[src/rtl/sha_nonce_scheduler_if.sv]
// sha_nonce_scheduler_if: job control, hash-core handshake and result memory port of the nonce scheduler
interface sha_nonce_scheduler_if #(parameter int NUM_CORES = 4);
  logic start;
  logic [15:0] output_addr;
  logic done;
  logic busy;
  logic err;
  logic [NUM_CORES-1:0] core_start;
  logic [31:0] core_nonce;
  logic [NUM_CORES-1:0] core_done;
  logic [32*NUM_CORES-1:0] core_h0;
  logic mem_we;
  logic [15:0] mem_addr;
  logic [31:0] mem_write_data;
  modport master (
    output start, output_addr, core_done, core_h0,
    input done, busy, err, core_start, core_nonce, mem_we, mem_addr, mem_write_data
  );
  modport slave (
    input start, output_addr, core_done, core_h0,
    output done, busy, err, core_start, core_nonce, mem_we, mem_addr, mem_write_data
  );
endinterface

[src/rtl/sha_nonce_scheduler.sv]
// sha_nonce_scheduler: round-robin nonce dispatch to a SHA-256 core pool with H0 write-back to memory
module sha_nonce_scheduler #(
  parameter int NUM_CORES = 4,
  parameter int NUM_NONCES = 16
) (
  input logic clk,
  input logic reset_n,
  sha_nonce_scheduler_if.slave bus
);
  localparam int CW = NUM_CORES > 1 ? $clog2(NUM_CORES) : 1;
  localparam logic [15:0] NN = 16'(NUM_NONCES);
  localparam logic [CW-1:0] LAST = CW'(NUM_CORES - 1);
  typedef enum logic [1:0] {IDLE, RUN, FIN} state_t;
  state_t state, state_n;
  logic [15:0] base, issued, written;
  logic [NUM_CORES-1:0] cbusy, pend, idle;
  logic [15:0] nonce_of [NUM_CORES];
  logic [31:0] res [NUM_CORES];
  logic [CW-1:0] rr_disp, rr_wr, disp_k, wr_k, idx;
  logic disp_ok, wr_ok, fin_ok, accept;
  function automatic logic [CW-1:0] nxt(input logic [CW-1:0] k);
    return k == LAST ? '0 : k + CW'(1);
  endfunction
  // Round-robin picks for dispatch and write-back, job completion and next state
  always_comb begin
    idle = ~cbusy & ~pend;
    disp_k = '0;
    wr_k = '0;
    disp_ok = 1'b0;
    wr_ok = 1'b0;
    idx = '0;
    for (int i = NUM_CORES - 1; i >= 0; i--) begin
      idx = CW'((int'(rr_disp) + i) % NUM_CORES);
      if (idle[idx]) begin
        disp_k = idx;
        disp_ok = state == RUN && issued < NN;
      end
      idx = CW'((int'(rr_wr) + i) % NUM_CORES);
      if (pend[idx]) begin
        wr_k = idx;
        wr_ok = state == RUN;
      end
    end
    fin_ok = written == NN && cbusy == '0 && pend == '0;
    accept = state == IDLE && bus.start;
    state_n = state == IDLE ? (bus.start ? RUN : IDLE) :
              state == RUN  ? (fin_ok ? FIN : RUN) : IDLE;
  end
  // State register
  always_ff @(posedge clk or negedge reset_n) begin
    if (!reset_n) state <= IDLE;
    else state <= state_n;
  end
  // Per-core bookkeeping, counters and registered outputs
  always_ff @(posedge clk or negedge reset_n) begin
    if (!reset_n) begin
      bus.done <= 1'b0;
      bus.busy <= 1'b0;
      bus.err <= 1'b0;
      bus.core_start <= '0;
      bus.core_nonce <= '0;
      bus.mem_we <= 1'b0;
      bus.mem_addr <= '0;
      bus.mem_write_data <= '0;
      base <= '0;
      issued <= '0;
      written <= '0;
      cbusy <= '0;
      pend <= '0;
      rr_disp <= '0;
      rr_wr <= '0;
      for (int k = 0; k < NUM_CORES; k++) begin
        nonce_of[k] <= '0;
        res[k] <= '0;
      end
    end else begin
      bus.done <= state == RUN && fin_ok;
      bus.busy <= state == IDLE ? bus.start : state == RUN;
      bus.core_start <= disp_ok ? NUM_CORES'(1) << disp_k : '0;
      bus.core_nonce <= disp_ok ? {16'h0, issued} : '0;
      bus.mem_we <= wr_ok;
      bus.err <= accept ? 1'b0 : bus.err | (|(bus.core_done & ~cbusy));
      if (wr_ok) begin
        bus.mem_addr <= base + nonce_of[wr_k];
        bus.mem_write_data <= res[wr_k];
        pend[wr_k] <= 1'b0;
        written <= written + 16'd1;
        rr_wr <= nxt(wr_k);
      end
      if (disp_ok) begin
        cbusy[disp_k] <= 1'b1;
        nonce_of[disp_k] <= issued;
        issued <= issued + 16'd1;
        rr_disp <= nxt(disp_k);
      end
      for (int k = 0; k < NUM_CORES; k++) begin
        if (bus.core_done[k] && cbusy[k]) begin
          res[k] <= bus.core_h0[32*k +: 32];
          pend[k] <= 1'b1;
          cbusy[k] <= 1'b0;
        end
      end
      if (accept) begin
        base <= bus.output_addr;
        issued <= '0;
        written <= '0;
        rr_disp <= '0;
        rr_wr <= '0;
      end
    end
  end
endmodule
[src/flat_wrapper.sv]
// flat-port wrapper written by rule: the top's interface ports become plain ports
module sha_nonce_scheduler_flat 
#(
  parameter int NUM_CORES = 4,
  parameter int NUM_NONCES = 16
)
  (clk, reset_n, bus_start, bus_output_addr, bus_core_done, bus_core_h0, bus_done, bus_busy, bus_err, bus_core_start, bus_core_nonce, bus_mem_we, bus_mem_addr, bus_mem_write_data);
  sha_nonce_scheduler_if #(.NUM_CORES(NUM_CORES)) bus_i ();
  input logic clk;
  input logic reset_n;
  input wire logic [$bits(bus_i.start)-1:0] bus_start;
  input wire logic [$bits(bus_i.output_addr)-1:0] bus_output_addr;
  input wire logic [$bits(bus_i.core_done)-1:0] bus_core_done;
  input wire logic [$bits(bus_i.core_h0)-1:0] bus_core_h0;
  output wire logic [$bits(bus_i.done)-1:0] bus_done;
  output wire logic [$bits(bus_i.busy)-1:0] bus_busy;
  output wire logic [$bits(bus_i.err)-1:0] bus_err;
  output wire logic [$bits(bus_i.core_start)-1:0] bus_core_start;
  output wire logic [$bits(bus_i.core_nonce)-1:0] bus_core_nonce;
  output wire logic [$bits(bus_i.mem_we)-1:0] bus_mem_we;
  output wire logic [$bits(bus_i.mem_addr)-1:0] bus_mem_addr;
  output wire logic [$bits(bus_i.mem_write_data)-1:0] bus_mem_write_data;
  assign bus_i.start = bus_start;
  assign bus_i.output_addr = bus_output_addr;
  assign bus_i.core_done = bus_core_done;
  assign bus_i.core_h0 = bus_core_h0;
  assign bus_done = bus_i.done;
  assign bus_busy = bus_i.busy;
  assign bus_err = bus_i.err;
  assign bus_core_start = bus_i.core_start;
  assign bus_core_nonce = bus_i.core_nonce;
  assign bus_mem_we = bus_i.mem_we;
  assign bus_mem_addr = bus_i.mem_addr;
  assign bus_mem_write_data = bus_i.mem_write_data;
  sha_nonce_scheduler #(.NUM_CORES(NUM_CORES), .NUM_NONCES(NUM_NONCES)) u_core (.clk(clk), .reset_n(reset_n), .bus(bus_i));
endmodule
[config.mk]
export PLATFORM = sky130hd
export DESIGN_NAME = sha_nonce_scheduler_flat
export DESIGN_NICKNAME = d
export VERILOG_FILES = /design/src/rtl/sha_nonce_scheduler_if.sv /design/src/rtl/sha_nonce_scheduler.sv /design/src/flat_wrapper.sv
export SDC_FILE = /design/constraint.sdc
export NUM_CORES = 1
export LEC_CHECK = 0
export ABC_CLOCK_PERIOD_IN_PS = 4900
export CORE_MARGIN = 1
export CORE_UTILIZATION = 40
export DETAILED_ROUTE_END_ITERATION = 8
export GPL_TIMING_DRIVEN = 0
export PLACE_DENSITY = 0.72
export SETUP_SLACK_MARGIN = 0.2
export SLEW_MARGIN = 20
export SYNTH_ARGS = -nofsm -noshare
export SYNTH_HDL_FRONTEND = slang
export SYNTH_SLANG_ARGS = --single-unit
export TNS_END_PERCENT = 50
[constraint.sdc]
create_clock -name clk -period 4.9 [get_ports clk]
set_input_delay 0.98 -clock clk [delete_from_list [all_inputs] [get_ports clk]]
set_output_delay 0.98 -clock clk [all_outputs]
set_load 0.1 [all_outputs]
==> reports/qor.csv, run 1 <==
metric,value,unit
yosysUniqueCellTypes,52,
postLayoutSetupSlackWorst,0.5790,ns
area.growth.synth_to_final,30.32,%
ctsHoldBuffers,0,
synth_sequential_area_ratio,57.30,%
yosys_warnings,0,
grt_first_pass_wirelength,59820,µm
finalSetupViolCount,0,
timing.critical_path.slowest_stage_cell,clkbuf_1,
stdcell_area,18550,µm²
post_cts_clock_slew_at_the_launch_and_capture_registers_of_the_worst_setup_and_hold_paths,0.06,ns
core_region_area,34800,µm²
min-delay-path-class,in2async,
grt_util_met3,5.944,%
pin_count,239,
yosys.area_share.adder,2.514,%
grt_remaining_overflow,0,
grt.total_usage,21.30,%
ctsRootBufferMaster,clkbuf_16,
worst_setup_path_end_kind,register,
dpl-instance-area,17220,µm²
critical_path_class,reg2reg,
synth-edff-count,0,
worst_slew_margin_rel,29.07,%
yosys-top-cells-area,"dfrtp_1, mux2_2, nand2_1",
finalMaxSlewViolations,0,
endpoint_required_time_on_the_critical_path,5.28,ns
cp_max_fo,10,
detail_route.wl_per_cell,17.94,µm
finalCriticalPeriod,4.321,ns
cts.sink_count,326,
vias_per_cell,5.010,
critPathArrivalTime,4.70,ns
initial_antenna_violation_count,5,
cts-root-to-sink-buffers,3,
worst_skew_pair.late_latency,0.52,ns
ys_ff_latch,326,
prevailing_post_synth_register_cell,dfrtp_1,
crit_path_max_cell_delay,0.49,ns
cts_tree,yes,
grt-busiest-layer,met2,
synthCells,1346,
numCtsBuffers,36,
worst-slew-pin-transition,1.061,ns
layout-drive-gt1-share,14.48,%
rsz0062_at_grt,false,
peakVddDrop,0.5833,mV
detailroute.via_count,10620,
max-cap-violations,0,
synth_compound_gate_area_share,6.047,%
run_status,completed,
family_with_the_most_delay_on_the_worst_path,compound AO/OA/AOI/OAI gates,
count_of_buffers_from_port_buffering,222,
htreeDepth,2,
syn-cell-area,14240,µm²
detailedRoute.firstIterationViolations,596,
rows,68,
fp.dieArea,36350,µm²
leakage,8.381,nW
first_pass_iters,5,
detail_route.drc_violations,0,
synth-xor-area-share,1.784,%
critical_path.cell_chain,clkbuf_1 > nor2_1 > nor2_1 > clkbuf_4 > clkbuf_1 > and3_1 > a31oi_1 > ha_1 > o211ai_1 > o21ai_0 > a211oi_1 > o311a_1 > o21ai_0 > xnor2_1 > o21ai_1,
die_height,190.7,µm
maxClockFrequency,0.2314,GHz
chipWidth,190.7,µm
finalHoldWorstSlack,0.4053,ns
post_synth_and_or_nand_nor_area_fraction,17.16,%
finalCoreUtilization,53.32,%
critical_path_buf_inv_count,3,
initial_core_util,40.91,%
number_of_routed_nets_with_antenna_violations,0,
total_power,14.39,mW
met1_usage,27.73,%
dp_hpwl,27240,µm
gp_congestion,0.8432,
synth_area_leader,dfrtp_1,
hold_viol,0,
syn-mean-instance-area,10.58,µm²
pre_cts_slack,-0.07515,ns
synth.mux.area_fraction,11.90,%
timing.clock.skew,0.02272,ns
power_per_cell_area,775.8,nW/µm²
postSynth.asyncResetShare,100.0,%
grt_max_degree,97,
yosys.area.top_type_share,57.30,%
final_net_count,1816,
critical_path.startpoint_type,register,
dominant_combinational_cell_family_by_area_after_synthesis,simple AND/OR/NAND/NOR gates,
min_period_over_period,88.18,%
drt-total-wl,38030,µm
grt_pass1_vias,10820,
global_route.usage.met2,34.70,%
-- Yosys cell counts (all sizes together) (2+ instances only) --
master	instances
a31oi	16
o21ai	92
a21oi	18
o211ai	2
and2	24
a211oi	3
nor3	7
dfrtp	326
o21a	4
mux2	144
nand3	42
o31ai	3
buf	22
xor2	15
nor2	38
o21bai	2
nor4	5
inv	16
nand2	350
a221oi	2
or3	3
mux2i	5
a21o	4
and3	16
xnor2	14
ha	27
nand2b	4
nor2b	51
clkbuf	67
nand4	8
-- layout make-up --
class,count,area [µm²]
Timing Repair Buffer,227,2325
Inverter,17,63.81
Clock inverter,11,197.7
Antenna cell,1,2.502
Tap cell,455,569.3
Buffer,88,409.1
Multi-Input combinational cell,941,5727
Clock buffer,54,1101
Fill cell,3067,16250
Sequential cell,326,8158
-- worst paths after layout --
| check | startpoint | cells after the start | slack [ns] | endpoint |
|---|---|---|---|---|
| max | u_core.pend[2] | 15 | 0.58 | u_core.bus.mem_addr[15] |
| min | reset_n | 1 | 0.41 | u_core.bus.core_nonce[2] |
| max reg2reg | u_core.pend[2] | 15 | 0.58 | u_core.bus.mem_addr[15] |
| min reg2reg | u_core.bus.mem_addr[10] | 2 | 0.47 | u_core.bus.mem_addr[10] |
| max in group asynchronous | reset_n | 4 | 2.86 | u_core.res[105] |
| min in group clk | u_core.bus.mem_addr[10] | 2 | 0.47 | u_core.bus.mem_addr[10] |
-- sequential cells by signal, indices dropped and copies added, names as in the netlist, 16 cells and up --
| name | cells |
|---|---|
| u_core.res | 128 |
| u_core.nonce_of | 64 |
| u_core.bus.mem_write_data | 32 |
| u_core.base | 16 |
| u_core.bus.core_nonce | 16 |
| u_core.bus.mem_addr | 16 |
| u_core.issued | 16 |
| u_core.written | 16 |
-- metal layers --
| layer | up-vias | wire length (µm) | part of all wire, % |
|---|---|---|---|
| met5 | - | 27 | 0.071 |
| met4 | 4 | 807 | 2.1 |
| met3 | 57 | 2798 | 7.4 |
| met2 | 308 | 17700 | 47 |
| met1 | 5228 | 16700 | 44 |
| li1 | 5024 | - | - |
-- worst reg2reg max path: cells and delay by family, from the launching register on --
family          cells  cell delay (ns)
flops               1             0.32
fa+ha+maj           1             0.37
simple gates        3             0.70
buf+inv             3             1.11
xor+xnor            1             0.19
compound gates      7             1.51
-- metrics by stage --
| stage | cells | setup TNS (ns) |
|---|---|---|
| finish | 2120 | 0 |
| global route | 2120 | 0 |
| CTS | 2118 | 0 |
| detailed placement | 2053 | -0.1927 |
| global placement | 2050 | -3670.22 |
| floorplan | 1373 | 0 |
-- what timing repair did --
action,in CTS,in global routing
setup buffers,0,2
pin swaps,0,0
gates resized for setup,5,9
setup endpoints to repair,6,8
-- placed cells by master (no fill, tap or decap), types with 14 or more instances in the layout --
| cell | count |
|---|---|
| a21oi_1 | 18 |
| ha_1 | 27 |
| inv_1 | 15 |
| xor2_1 | 15 |
| a31oi_1 | 16 |
| conb_1 | 28 |
| buf_4 | 18 |
| clkdlybuf4s50_1 | 221 |
| and3_1 | 16 |
| nor2_1 | 38 |
| clkbuf_1 | 65 |
| and2_1 | 24 |
| nand2_1 | 350 |
| o21ai_0 | 91 |
| clkbuf_16 | 38 |
| mux2_2 | 144 |
| xnor2_1 | 14 |
| nand3_1 | 42 |
| nor2b_1 | 51 |
| dfrtp_1 | 326 |
-- cells by family after synthesis --
| kind of cell | after synthesis |
|---|---|
| other cells | 1 |
| mux | 150 |
| xor+xnor | 29 |
| fa+ha+maj | 28 |
| flops | 326 |
| buf+inv | 106 |
| compound gates | 152 |
| simple gates | 554 |
-- report_power, final --
part | switching (mW) | internal (mW) | total, mW
Combinational | 4.80 | 2.37 | 7.16
Sequential | 0.590 | 3.71 | 4.30
Clock | 1.11 | 1.82 | 2.93
(Power assumes the default switching activity.)
==> inputs of run 2 (changes only) <==
- CORE_MARGIN: 1 -> 10
==> run 2 against run 1 <==
Via count down 1.2%. Clock skew increased by 0.0028 ns. Wire length up 5.3%. Sequential power is essentially flat. Highest routed layer unchanged.
==> reports/qor.csv, run 2 (synthesis results as in run 1) <==
metric,value,unit
run_status,completed,
largest_reg_flops,128,
critPathArrivalTime,4.83,ns
worst-slew-pin-transition,1.073,ns
initial_antenna_violation_count,8,
worst_slew_margin_rel,28.26,%
grt_max_degree,97,
detail_route.wl_per_cell,18.83,µm
total_power,14.26,mW
worst_skew_pair.late_latency,0.53,ns
detail_route.drc_violations,0,
numCtsBuffers,37,
fp.dieArea,43540,µm²
max-cap-violations,0,
fin_tns_setup,0,ns
ctsRootBufferMaster,clkbuf_16,
cts.sink_count,326,
cts-root-to-sink-buffers,3,
crit_path_max_cell_delay,0.49,ns
register_to_register_path_depth,17,
final_net_count,1816,
endpoint_required_time_on_the_critical_path,5.29,ns
critical_path.reg2reg.startpoint,u_core.pend[3],
count_of_buffers_from_port_buffering,222,
rows,69,
registers.top_by_ff_count,u_core.res,
min-delay-path-class,in2async,
critical_path.cell_chain,clkbuf_2 > nand2b_1 > a211oi_1 > nor2_1 > clkbuf_2 > clkbuf_2 > inv_1 > clkbuf_2 > a31oi_1 > ha_1 > o211ai_1 > o21ai_0 > a211oi_1 > o311a_1 > o21ai_0 > xnor2_1 > o21ai_1,
first_pass_iters,5,
hold_viol,0,
rsz0062_at_grt,false,
setup_slack_of_the_most_critical_reg_to_reg_path,0.46,ns
htreeDepth,2,
critical_path.startpoint_type,register,
pin_count,239,
min_period_over_period,90.65,%
grt.total_usage,18.16,%
cp_max_fo,11,
pre_cts_slack,-0.1705,ns
dp_hpwl,29200,µm
peakVddDrop,0.5196,mV
leakage,8.345,nW
largest_registers,"u_core.res (128), u_core.nonce_of (64), u_core.bus.mem_write_data (32)",
chipWidth,208.7,µm
power_per_cell_area,772.0,nW/µm²
detailroute.via_count,10500,
finalSetupViolCount,0,
detailedRoute.firstIterationViolations,485,
mostFrequentLayoutCells,"nand2_1, dfrtp_1, clkdlybuf4s50_1, mux2_2, o21ai_0",
initial_core_util,40.32,%
number_of_routed_nets_with_antenna_violations,0,
layout.cells.most_common,nand2_1,
postLayoutSetupSlackWorst,0.4581,ns
drt-total-wl,40030,µm
critical_path_class,reg2reg,
grt_remaining_overflow,0,
grt_first_pass_wirelength,63470,µm
gp_congestion,0.8187,
reg2reg_to,u_core.bus.mem_addr[15],
layout-drive-gt1-share,14.44,%
timing.clock.skew,0.02557,ns
post_cts_clock_slew_at_the_launch_and_capture_registers_of_the_worst_setup_and_hold_paths,0.06,ns
die_height,208.7,µm
core_region_area,35310,µm²
cts_tree,yes,
timing.critical_path.slowest_stage_cell,o21ai_0,
finalHoldWorstSlack,0.4413,ns
vias_per_cell,4.937,
finalMaxSlewViolations,0,
worst_setup_path_end_kind,register,
maxClockFrequency,0.2251,GHz
area.growth.synth_to_final,29.76,%
grt_pass1_vias,11190,
worst_path_most_repeated_cell,clkbuf_2,
finalCriticalPeriod,4.442,ns
[run 2: cell types whose count changed in the layout (fill, tap and decap cells not counted), sizes merged]
cell,change
clkbuf,-4
bufinv,-2
diode,+2
clkinv,+4
[run 2: layer usage]
| layer | track usage (%) | share of wire [%] | vias up |
|---|---|---|---|
| met2 | 29.72 | 47 | 294 |
| met1 | 22.67 | 43 | 5093 |
| met3 | 5.860 | 7.9 | 69 |
| met5 | 0 | 0.18 | - |
| li1 | - | - | 5030 |
| met4 | 4.887 | 2.4 | 10 |
[run 2: final cells by class]
class                           count  area (µm²)
Fill cell                        3158       16840
Sequential cell                   326        8158
Multi-Input combinational cell    941        5727
Timing Repair Buffer              227        2325
Clock buffer                       51        1061
Tap cell                          461       576.8
Buffer                             87       404.1
Clock inverter                     13       150.1
Inverter                           17       63.81
Antenna cell                        3       7.507
[run 2: how the worst max path moves through the flow]
stage	from	end	slack [ns]
after global placement	reset_n	u_core.res[71]	-11.17
after global routing	u_core.pend[1]	u_core.bus.mem_addr[14]	0.22
after floorplan	u_core.pend[2]	u_core.bus.mem_addr[12]	1.25
final	u_core.pend[3]	u_core.bus.mem_addr[15]	0.46
after CTS	u_core.pend[3]	u_core.bus.mem_addr[15]	0.22
after detailed placement	u_core.pend[2]	u_core.bus.mem_addr[12]	-0.17
[run 2: where the power goes]
| group | switching (mW) | internal (mW) |
|---|---|---|
| registers | 0.582 | 3.71 |
| logic | 4.83 | 2.36 |
| clock network | 1.11 | 1.67 |
| total | 6.52 | 7.74 |
[run 2: worst max-delay path, delay by kind of cell, from the launching register on]
kind | cells | cell delay (ns)
compound gates | 8 | 1.94
buf+inv | 5 | 1.18
fa+ha+maj | 1 | 0.39
flops | 1 | 0.36
simple gates | 2 | 0.25
xor+xnor | 1 | 0.20
[run 2: what timing repair did]
action,in CTS,in global routing
resized for setup,6,7
hold endpoints to repair,0,0
buffers inserted,2,0
hold buffers,0,0
setup endpoints to repair,8,8
pin swaps,0,0
[run 2: stage by stage]
step | utilization (%) | instances | area [µm²]
floorplan | - | 1373 | 14340
finish | 52.32 | 2126 | 18470
global route | 52.30 | 2124 | 18470
CTS | 52.30 | 2125 | 18470
detailed placement | 48.78 | 2059 | 17220
global placement | 48.53 | 2056 | 17140
